**src/rtl/dmem_bridge_if.sv**
```systemverilog
// Bus-side handshake bundle between dmem_bridge and the data RAM.
// master: bridge drives req/we/addr/wdata; slave: RAM drives ack/rdata.
interface dmem_bridge_if #(
  parameter int ADDR_W = 6
);
  logic              bus_req;
  logic              bus_we;
  logic [ADDR_W-1:0] bus_addr;
  logic [31:0]       bus_wdata;
  logic              bus_ack;
  logic [31:0]       bus_rdata;

  modport master (
    output bus_req, bus_we, bus_addr, bus_wdata,
    input  bus_ack, bus_rdata
  );

  modport slave (
    input  bus_req, bus_we, bus_addr, bus_wdata,
    output bus_ack, bus_rdata
  );
endinterface

```
**src/rtl/dmem_bridge.sv**
```systemverilog
// Core data-port to req/ack RAM bridge: posted writes, stalled reads,
// bus timeout. Ports: core side (memread/memwrite/addr/wdata/rdata/stall),
// bus side via dmem_bridge_if.master, sticky err_timeout/err_align.
module dmem_bridge #(
  parameter int          ADDR_W   = 6,
  parameter int          TIMEOUT  = 16,
  parameter logic [31:0] ERR_DATA = 32'hDEADBEEF
) (
  input  logic        clk,
  input  logic        reset,
  input  logic        memread,
  input  logic        memwrite,
  input  logic [31:0] addr,
  input  logic [31:0] wdata,
  output logic [31:0] rdata,
  output logic        stall,
  dmem_bridge_if.master bus,
  output logic        err_timeout,
  output logic        err_align
);

  localparam logic [1:0] IDLE    = 2'd0;
  localparam logic [1:0] WR      = 2'd1;
  localparam logic [1:0] RD      = 2'd2;
  localparam logic [1:0] RD_DONE = 2'd3;

  localparam int CW = $clog2(TIMEOUT + 1);

  logic [1:0]    state;
  logic [CW-1:0] cnt;
  logic          hit;
  logic          expire;
  logic          unused_addr;

  assign unused_addr = ^addr[31:ADDR_W+2];

  assign hit    = bus.bus_req & bus.bus_ack;
  // Abort on the edge that would make the count reach TIMEOUT,
  // so bus_req stays high for exactly TIMEOUT cycles.
  assign expire = bus.bus_req & ~bus.bus_ack
                & (cnt == CW'(TIMEOUT - 1));

  always_comb begin
    stall = reset
          & ((memread  & (state != RD_DONE))
          |  (memwrite & (state != IDLE)));
  end

  always_ff @(posedge clk or negedge reset) begin
    if (!reset) begin
      state         <= IDLE;
      cnt           <= '0;
      rdata         <= '0;
      err_timeout   <= 1'b0;
      err_align     <= 1'b0;
      bus.bus_req   <= 1'b0;
      bus.bus_we    <= 1'b0;
      bus.bus_addr  <= '0;
      bus.bus_wdata <= '0;
    end else begin
      unique case (state)
        IDLE: begin
          if (memread | memwrite) begin
            // Read wins if both are asserted; the write is dropped.
            bus.bus_req   <= 1'b1;
            bus.bus_we    <= ~memread;
            bus.bus_addr  <= addr[ADDR_W+1:2];
            bus.bus_wdata <= wdata;
            cnt           <= '0;
            state         <= memread ? RD : WR;
            if (addr[1:0] != 2'b00) err_align <= 1'b1;
          end
        end
        WR, RD: begin
          if (hit) begin
            bus.bus_req <= 1'b0;
            if (state == RD) begin
              rdata <= bus.bus_rdata;
              state <= RD_DONE;
            end else begin
              state <= IDLE;
            end
          end else if (expire) begin
            bus.bus_req <= 1'b0;
            err_timeout <= 1'b1;
            if (state == RD) begin
              rdata <= ERR_DATA;
              state <= RD_DONE;
            end else begin
              state <= IDLE;
            end
          end else begin
            cnt <= cnt + 1'b1;
          end
        end
        RD_DONE: state <= IDLE;
        default: state <= IDLE;
      endcase
    end
  end

endmodule
```
**src/flat_wrapper.sv**
```systemverilog
// flat-port wrapper written by rule: the top's interface ports become plain ports
module dmem_bridge_flat 
#(
  parameter int          ADDR_W   = 6,
  parameter int          TIMEOUT  = 16,
  parameter logic [31:0] ERR_DATA = 32'hDEADBEEF
)
  (clk, reset, memread, memwrite, addr, wdata, rdata, stall, err_timeout, err_align, bus_bus_req, bus_bus_we, bus_bus_addr, bus_bus_wdata, bus_bus_ack, bus_bus_rdata);
  dmem_bridge_if #(.ADDR_W(ADDR_W)) bus_i ();
  input  logic clk;
  input  logic reset;
  input  logic memread;
  input  logic memwrite;
  input  logic [31:0] addr;
  input  logic [31:0] wdata;
  output logic [31:0] rdata;
  output logic stall;
  output logic err_timeout;
  output logic err_align;
  output wire logic [$bits(bus_i.bus_req)-1:0] bus_bus_req;
  output wire logic [$bits(bus_i.bus_we)-1:0] bus_bus_we;
  output wire logic [$bits(bus_i.bus_addr)-1:0] bus_bus_addr;
  output wire logic [$bits(bus_i.bus_wdata)-1:0] bus_bus_wdata;
  input wire logic [$bits(bus_i.bus_ack)-1:0] bus_bus_ack;
  input wire logic [$bits(bus_i.bus_rdata)-1:0] bus_bus_rdata;
  assign bus_bus_req = bus_i.bus_req;
  assign bus_bus_we = bus_i.bus_we;
  assign bus_bus_addr = bus_i.bus_addr;
  assign bus_bus_wdata = bus_i.bus_wdata;
  assign bus_i.bus_ack = bus_bus_ack;
  assign bus_i.bus_rdata = bus_bus_rdata;
  dmem_bridge #(.ADDR_W(ADDR_W), .TIMEOUT(TIMEOUT), .ERR_DATA(ERR_DATA)) u_core (.clk(clk), .reset(reset), .memread(memread), .memwrite(memwrite), .addr(addr), .wdata(wdata), .rdata(rdata), .stall(stall), .bus(bus_i), .err_timeout(err_timeout), .err_align(err_align));
endmodule
```
**config.mk**
```make
export PLATFORM = sky130hd
export DESIGN_NAME = dmem_bridge_flat
export DESIGN_NICKNAME = d
export VERILOG_FILES = /design/src/rtl/dmem_bridge_if.sv /design/src/rtl/dmem_bridge.sv /design/src/flat_wrapper.sv
export SDC_FILE = /design/constraint.sdc
export NUM_CORES = 1
export LEC_CHECK = 0
export CORE_UTILIZATION = 35
export CTS_CLUSTER_SIZE = 20
export DETAILED_ROUTE_END_ITERATION = 8
export PLACE_DENSITY = 0.75
export SYNTH_ARGS = -nofsm -noshare
export SYNTH_HDL_FRONTEND = slang
export SYNTH_SLANG_ARGS = --single-unit
```
**constraint.sdc**
```tcl
create_clock -name clk -period 2.8 [get_ports clk]
set_input_delay 0.56 -clock clk [delete_from_list [all_inputs] [get_ports clk]]
set_output_delay 0.56 -clock clk [all_outputs]
set_load 0.05 [all_outputs]
```
==> out/results.ini, run 1 <==
[synthesis]
seq_area_frac_synth_pct = 60.04
synth-seq-cells = 81
synth-edff-count = 0
synth-compound-area-share_pct = 10.08
syn_area_per_cell_um2 = 11.68
ys.flop_type = dfrtp_1
netlist_area_um2 = 3376
syn_nets = 396
yosys-top-cells-count = 81 x dfrtp_1, 46 x nand2_1, 29 x mux2_2
synthArstFlopShare_pct = 100.0
ys_types = 34
yosys.area_share.adder_pct = 2.224
yosys.area.top_type = dfrtp_1
yosys-top-cells-area = dfrtp_1 60%, mux2_2 9.7%, nand2_1 5.1%
synthSimpleGateAreaFrac_pct = 10.71
synth_top_area_share_pct = 60.04
ys.warnings.count = 0
synthMuxAreaShare_pct = 13.68
synth.most_common_cell = dfrtp_1
synth_top_family_by_area = multiplexers
netlist_instances = 289
synth_xor_area_share_pct = 0

[setup_path]
cp_cell_sequence = inv_1, ha_1, o22ai_1, and2_1, buf_12
r2r_start = u_core.cnt[0]$_DFFE_PN0P_
crit_start = u_core.state[0]$_DFFE_PN0P_
cp_num_buf_inv = 2
setup.worst_path.end_class = output pin
critical-path-max-stage-delay_ps = 420
critPathArrivalTime_ps = 1790
worstSetupStartpointType = flip-flop
worst-path-stages = 5
crit_required_ps = 2240
critPathKind = flip-flop to output pin
crit_slowest_cell = ha_1
rrSetupSlack_ps = 550
path_max_fanout = 11
r2r-end = u_core.rdata[2]$_DFFE_PN0P_
r2r_cells = 7
crit_family = adder cells

[timing]
clock_skew_ps = 6.224
slew_viol_final = 0
max_freq_ghz = 0.4263
rsz0062_at_grt = no
finalHoldViolCount = 0
finalSetupTns_ps = 0
fin_crit_ps = 2346
setup_violations = 0
relSlewSlack_pct = 45.02
fin_crit_sh_pct = 83.77
worstMarginPinSlew_ps = 822.8

[power_and_ir_drop]
combPwrFrac_pct = 59.7
p_leak_nw = 2.298
p_sw_w = 0.003416
seq_power_share_pct = 27.9
p_int_w = 0.003798
p_sw_share_pct = 47.35
clkPwrFrac_pct = 12.5
max-vdd-ir-drop_mv = 0.6216
powerDensity_nw_per_um2 = 1379

[place]
place_congestion = 0.8149
dp_cells = 558
dp_hpwl_um = 5926
io_buffers = 151

[clock_network]
cts-resized-gates = 0
root_buffer = clkbuf_8
clock_latency_ps = 340
cts.sinks = 81
clk_path_buf_depth = 2
numCtsBuffers = 9
htree_levels = 3
ctsHoldBuffers = 0
post_cts_buffers = 0
cts_tree = done
clk_pin_slew_ps = 80

[floorplan]
core-area_um2 = 9284
initial_core_util_pct = 36.36
die-area_um2 = 10040
ioPinCount = 176
die_h_um = 100.2
die_width_um = 100.2
rows = 35

[global_routing]
grt.total_usage_pct = 16.55
globalRouteOverflowTotal = 0
grt_pass1_wl_um = 13020
grt_start_max_net_pins = 65
antenna_found_initial = 0
grt_pass1_vias = 2647

[layout]
diodes = 0
fill_cells = 814
drive_gt1_share_pct = 13.96
final_cell_count_no_fill = 573
multi_input_area_um2 = 1246
regArea_um2 = 2027
areaGrowthSynthToFinish_pct = 54.97
fin_nets = 547

[route]
route.vias.total = 2628
drc = 0
drtIter0Drc = 95
wl_um = 8050
ant_nets = 0
via_per_inst = 4.586
dr.pass1.iters = 4
wl_per_cell_um = 14.05

[status]
outcome = finished clean

[job]
drv_cap = 0

[min_path]
hold_path.class = input port to asynchronous set/reset pin

-- how the worst max path moves through the flow --
stage                                              to  slack [ps]
after floorplan                                 stall         870
after global placement                          stall         510
after detailed placement  u_core.rdata[2]$_DFFE_PN0P_         500
after CTS                                       stall         420
after global routing                            stall         310
final                                           stall         450
-- power groups by stage --
stage	sequential [W]	clock, W	combinational [W]
after floorplan	0.00383	0	0.00110
after global placement	0.00200	0	0.00428
after detailed placement	0.00204	0	0.00433
after CTS	0.00201	0.000939	0.00434
after global routing	0.00208	0.00100	0.00454
final	0.00201	0.000901	0.00430
-- stage by stage --
step | total power [W] | hold WS [ps] | area [um^2] | util [%] | worst slack (ps)
after floorplan | 0.004934 | 264.4 | 3376 | - | 865.7
after global placement | 0.006280 | 455.8 | 5022 | 54.10 | 511.1
after detailed placement | 0.006371 | 458.0 | 5022 | 54.10 | 498.0
after CTS | 0.007295 | 304.6 | 5231 | 56.35 | 423.8
after global routing | 0.007627 | 329.5 | 5231 | 56.35 | 306.7
final | 0.007214 | 309.7 | 5231 | 56.35 | 454.3
-- sequential cells by signal (all words and copies together) (netlist names) --
register	cells
u_core.rdata	32
u_core.bus.bus_wdata	32
u_core.cnt	5
u_core.err_timeout	1
u_core.err_align	1
u_core.state	2
u_core.bus.bus_we	1
u_core.bus.bus_req	1
u_core.bus.bus_addr	6
-- cells by family (layout without fill, tap and decap cells) --
family | count (synthesis) | after routing
compound gates | 56 | 56
fa+ha+maj | 6 | 6
buf+inv | 22 | 177
flops | 81 | 81
mux | 38 | 38
simple gates | 86 | 86
-- layout make-up --
class                           count  area share (%)
Inverter                            7          0.5023
Clock buffer                       10           2.440
Clock inverter                      5           1.555
Timing Repair Buffer              155           29.85
Sequential cell                    81           38.75
Multi-Input combinational cell    186           23.82
Tap cell                          129           3.085
-- routing by layer --
metal	wire, um	vias up	GRT usage (%)
met3	513	11	5.780
met2	3863	88	26.66
met4	103	0	4.236
li1	-	1283	-
met1	3569	1246	21.28
met5	0	-	0
-- placed cells by master (no fill, tap or decap), types with 2 or more instances in the layout --
cell type and count:
o31ai_1 2, inv_1 7, nand3_1 3, and2_1 3
nor2_1 27, ha_1 6, clkbuf_8 9, buf_4 4
o21ai_0 18, o21ai_1 18, dfrtp_1 81, nor3_1 2
mux2_4 9, a32o_1 2, buf_12 2, a21o_1 3
a21oi_1 4, clkdlybuf4s50_1 149, mux2_2 29, nand2_1 46
bufinv_16 2
(Power assumes the default switching activity.)
==> inputs of run 2 (changes only) <==
PLACE_DENSITY = 0.78   (was 0.75)
clock period = 2.09 ns   (was 2.8 ns; I/O delays follow)
==> out/results.ini, run 2 (synthesized netlist as in run 1, its figures left out) <==
[status]
outcome = finished clean

[global_routing]
grt_pass1_vias = 2653  ; +0.23%
grt_pass1_wl_um = 13010  ; -0.11%
grt.total_usage_pct = 16.78  ; +0.23 points
grt_start_max_net_pins = 82  ; +26%
antenna_found_initial = 0  ; unchanged
globalRouteOverflowTotal = 0  ; unchanged

[setup_path]
setup.worst_path.end_class = output pin
r2r_cells = 7  ; unchanged
r2r_start = u_core.cnt[0]$_DFFE_PN0P_
critPathKind = input port to output pin
rrSetupSlack_ps = 100  ; -450 ps
worstSetupStartpointType = input port
r2r-end = u_core.cnt[3]$_DFFE_PN0P_
critPathArrivalTime_ps = 1590  ; -200 ps
crit_required_ps = 1670  ; -570 ps
path_max_fanout = 6  ; -5

[timing]
fin_crit_sh_pct = 96.19
worstMarginPinSlew_ps = 547.1  ; -275.7 ps
relSlewSlack_pct = 63.41  ; +18 points
setup_violations = 0  ; unchanged
max_freq_ghz = 0.4974
clock_skew_ps = 10.25  ; +4.027 ps
rsz0062_at_grt = yes
fin_crit_ps = 2010
holdWs_ps = 86.78  ; -222.9 ps
slew_viol_final = 0  ; unchanged
finalHoldViolCount = 0  ; unchanged

[floorplan]
die_width_um = 100.2  ; unchanged
initial_core_util_pct = 36.36  ; unchanged
rows = 35  ; unchanged
core-area_um2 = 9284  ; unchanged
die-area_um2 = 10040  ; unchanged
die_h_um = 100.2  ; unchanged
ioPinCount = 176  ; unchanged

[layout]
reg_top3 = u_core.bus.bus_wdata x32, u_core.rdata x32, u_core.bus.bus_addr x6
multi_input_area_um2 = 1276  ; +2.4%
drive_gt1_share_pct = 15.37  ; +1.4 points
final_common_cell = clkdlybuf4s50_1
mostFrequentLayoutCells = 148 x clkdlybuf4s50_1, 81 x dfrtp_1, 46 x nand2_1, 29 x mux2_2, 27 x nor2_1
diodes = 0  ; unchanged
areaGrowthSynthToFinish_pct = 56.78
fin_nets = 551  ; +0.73%
regArea_um2 = 2027  ; unchanged
final_cell_count_no_fill = 578  ; +0.87%
fill_cells = 800  ; -1.7%

[place]
io_buffers = 151  ; unchanged
dp_hpwl_um = 5811  ; -1.9%
dp_cells = 561  ; +0.54%
place_congestion = 0.7669  ; -5.9%

[min_path]
hold_path.class = input port to asynchronous set/reset pin

[route]
drtIter0Drc = 59  ; -38%
drc = 0  ; unchanged
route.vias.total = 2665  ; +1.4%
dr.pass1.iters = 4  ; unchanged
via_per_inst = 4.611  ; +0.53%
wl_um = 8298  ; +3.1%
ant_nets = 0  ; unchanged
wl_per_cell_um = 14.36  ; +2.2%

[clock_network]
clk_pin_slew_ps = 80  ; about the same
root_buffer = clkbuf_8
clk_path_buf_depth = 2  ; unchanged
cts.sinks = 81  ; unchanged
clock_latency_ps = 350  ; about the same
htree_levels = 3  ; unchanged
cts_tree = done
numCtsBuffers = 9  ; unchanged

[job]
drv_cap = 0  ; unchanged

[power_and_ir_drop]
p_leak_nw = 2.310  ; +0.54%
powerDensity_nw_per_um2 = 1831  ; +33%
max-vdd-ir-drop_mv = 0.9628  ; +55%

[run 2: stage by stage]
step                setup slack, ps  area [um^2]  utilization [%]  power, W  TNS [ps]
detailed placement            77.34         5082            54.74  0.008611         0
global placement              109.0         5082            54.74  0.008478         0
finish                        79.68         5293            57.01  0.009690         0
global route                 -11.87         5293            57.01   0.01019    -11.87
CTS                           44.54         5275            56.82  0.009734         0
floorplan                     292.3         3376                -  0.006610         0
[run 2: worst max-delay path by stage]
stage	from	endpoint	slack (ps)
3_5_place_dp	u_core.cnt[0]$_DFFE_PN0P_	u_core.cnt[3]$_DFFE_PN0P_	80
6_report	memread	stall	80
4_1_cts	u_core.state[0]$_DFFE_PN0P_	stall	40
2_1_floorplan	u_core.cnt[0]$_DFFE_PN0P_	u_core.cnt[3]$_DFFE_PN0P_	290
5_1_grt	u_core.cnt[0]$_DFFE_PN0P_	u_core.rdata[24]$_DFFE_PN0P_	-10
3_3_place_gp	memread	stall	110
[run 2: layout make-up]
cell class	count	share of cell area (%)
multi-input cells	187	24.11
inverters	7	0.4965
clock inverters	5	0.7565
clock buffers	11	2.671
well taps	129	3.050
flip-flops and latches	81	38.30
repair buffers	158	30.61
[run 2: what timing repair did]
item                                    4_1_cts  5_1_grt
resized for setup                             3        2
hold buffers                                  0        0
endpoints found under the setup margin        2       11
cloned                                        0        1
pin swaps                                     0        1
buffers inserted                              0        0
[run 2: critical path: stages]
cell and delay [ps]:
clkdlybuf4s50_1 620, inv_1 100, o22ai_1 110, and2_1 200, buf_12 150
[run 2: metal layers]
| layer | wire [um] | vias up | share of wire, % | GRT usage [%] |
|---|---|---|---|---|
| met5 | 0 | - | 0 | 0 |
| met4 | 126 | 0 | 1.5 | 5.017 |
| met3 | 378 | 11 | 4.6 | 4.596 |
| met2 | 4206 | 68 | 51 | 28.66 |
| met1 | 3586 | 1296 | 43 | 20.73 |
| li1 | - | 1290 | - | - |
[run 2: where the power goes]
part	leakage, nW	internal [W]	total [W]	switching [W]
Sequential	0.988	0.00230	0.00271	0.000405
Clock	0.0822	0.000471	0.00107	0.000597
Combinational	1.24	0.00220	0.00591	0.00371
Total	2.31	0.00498	0.00969	0.00471
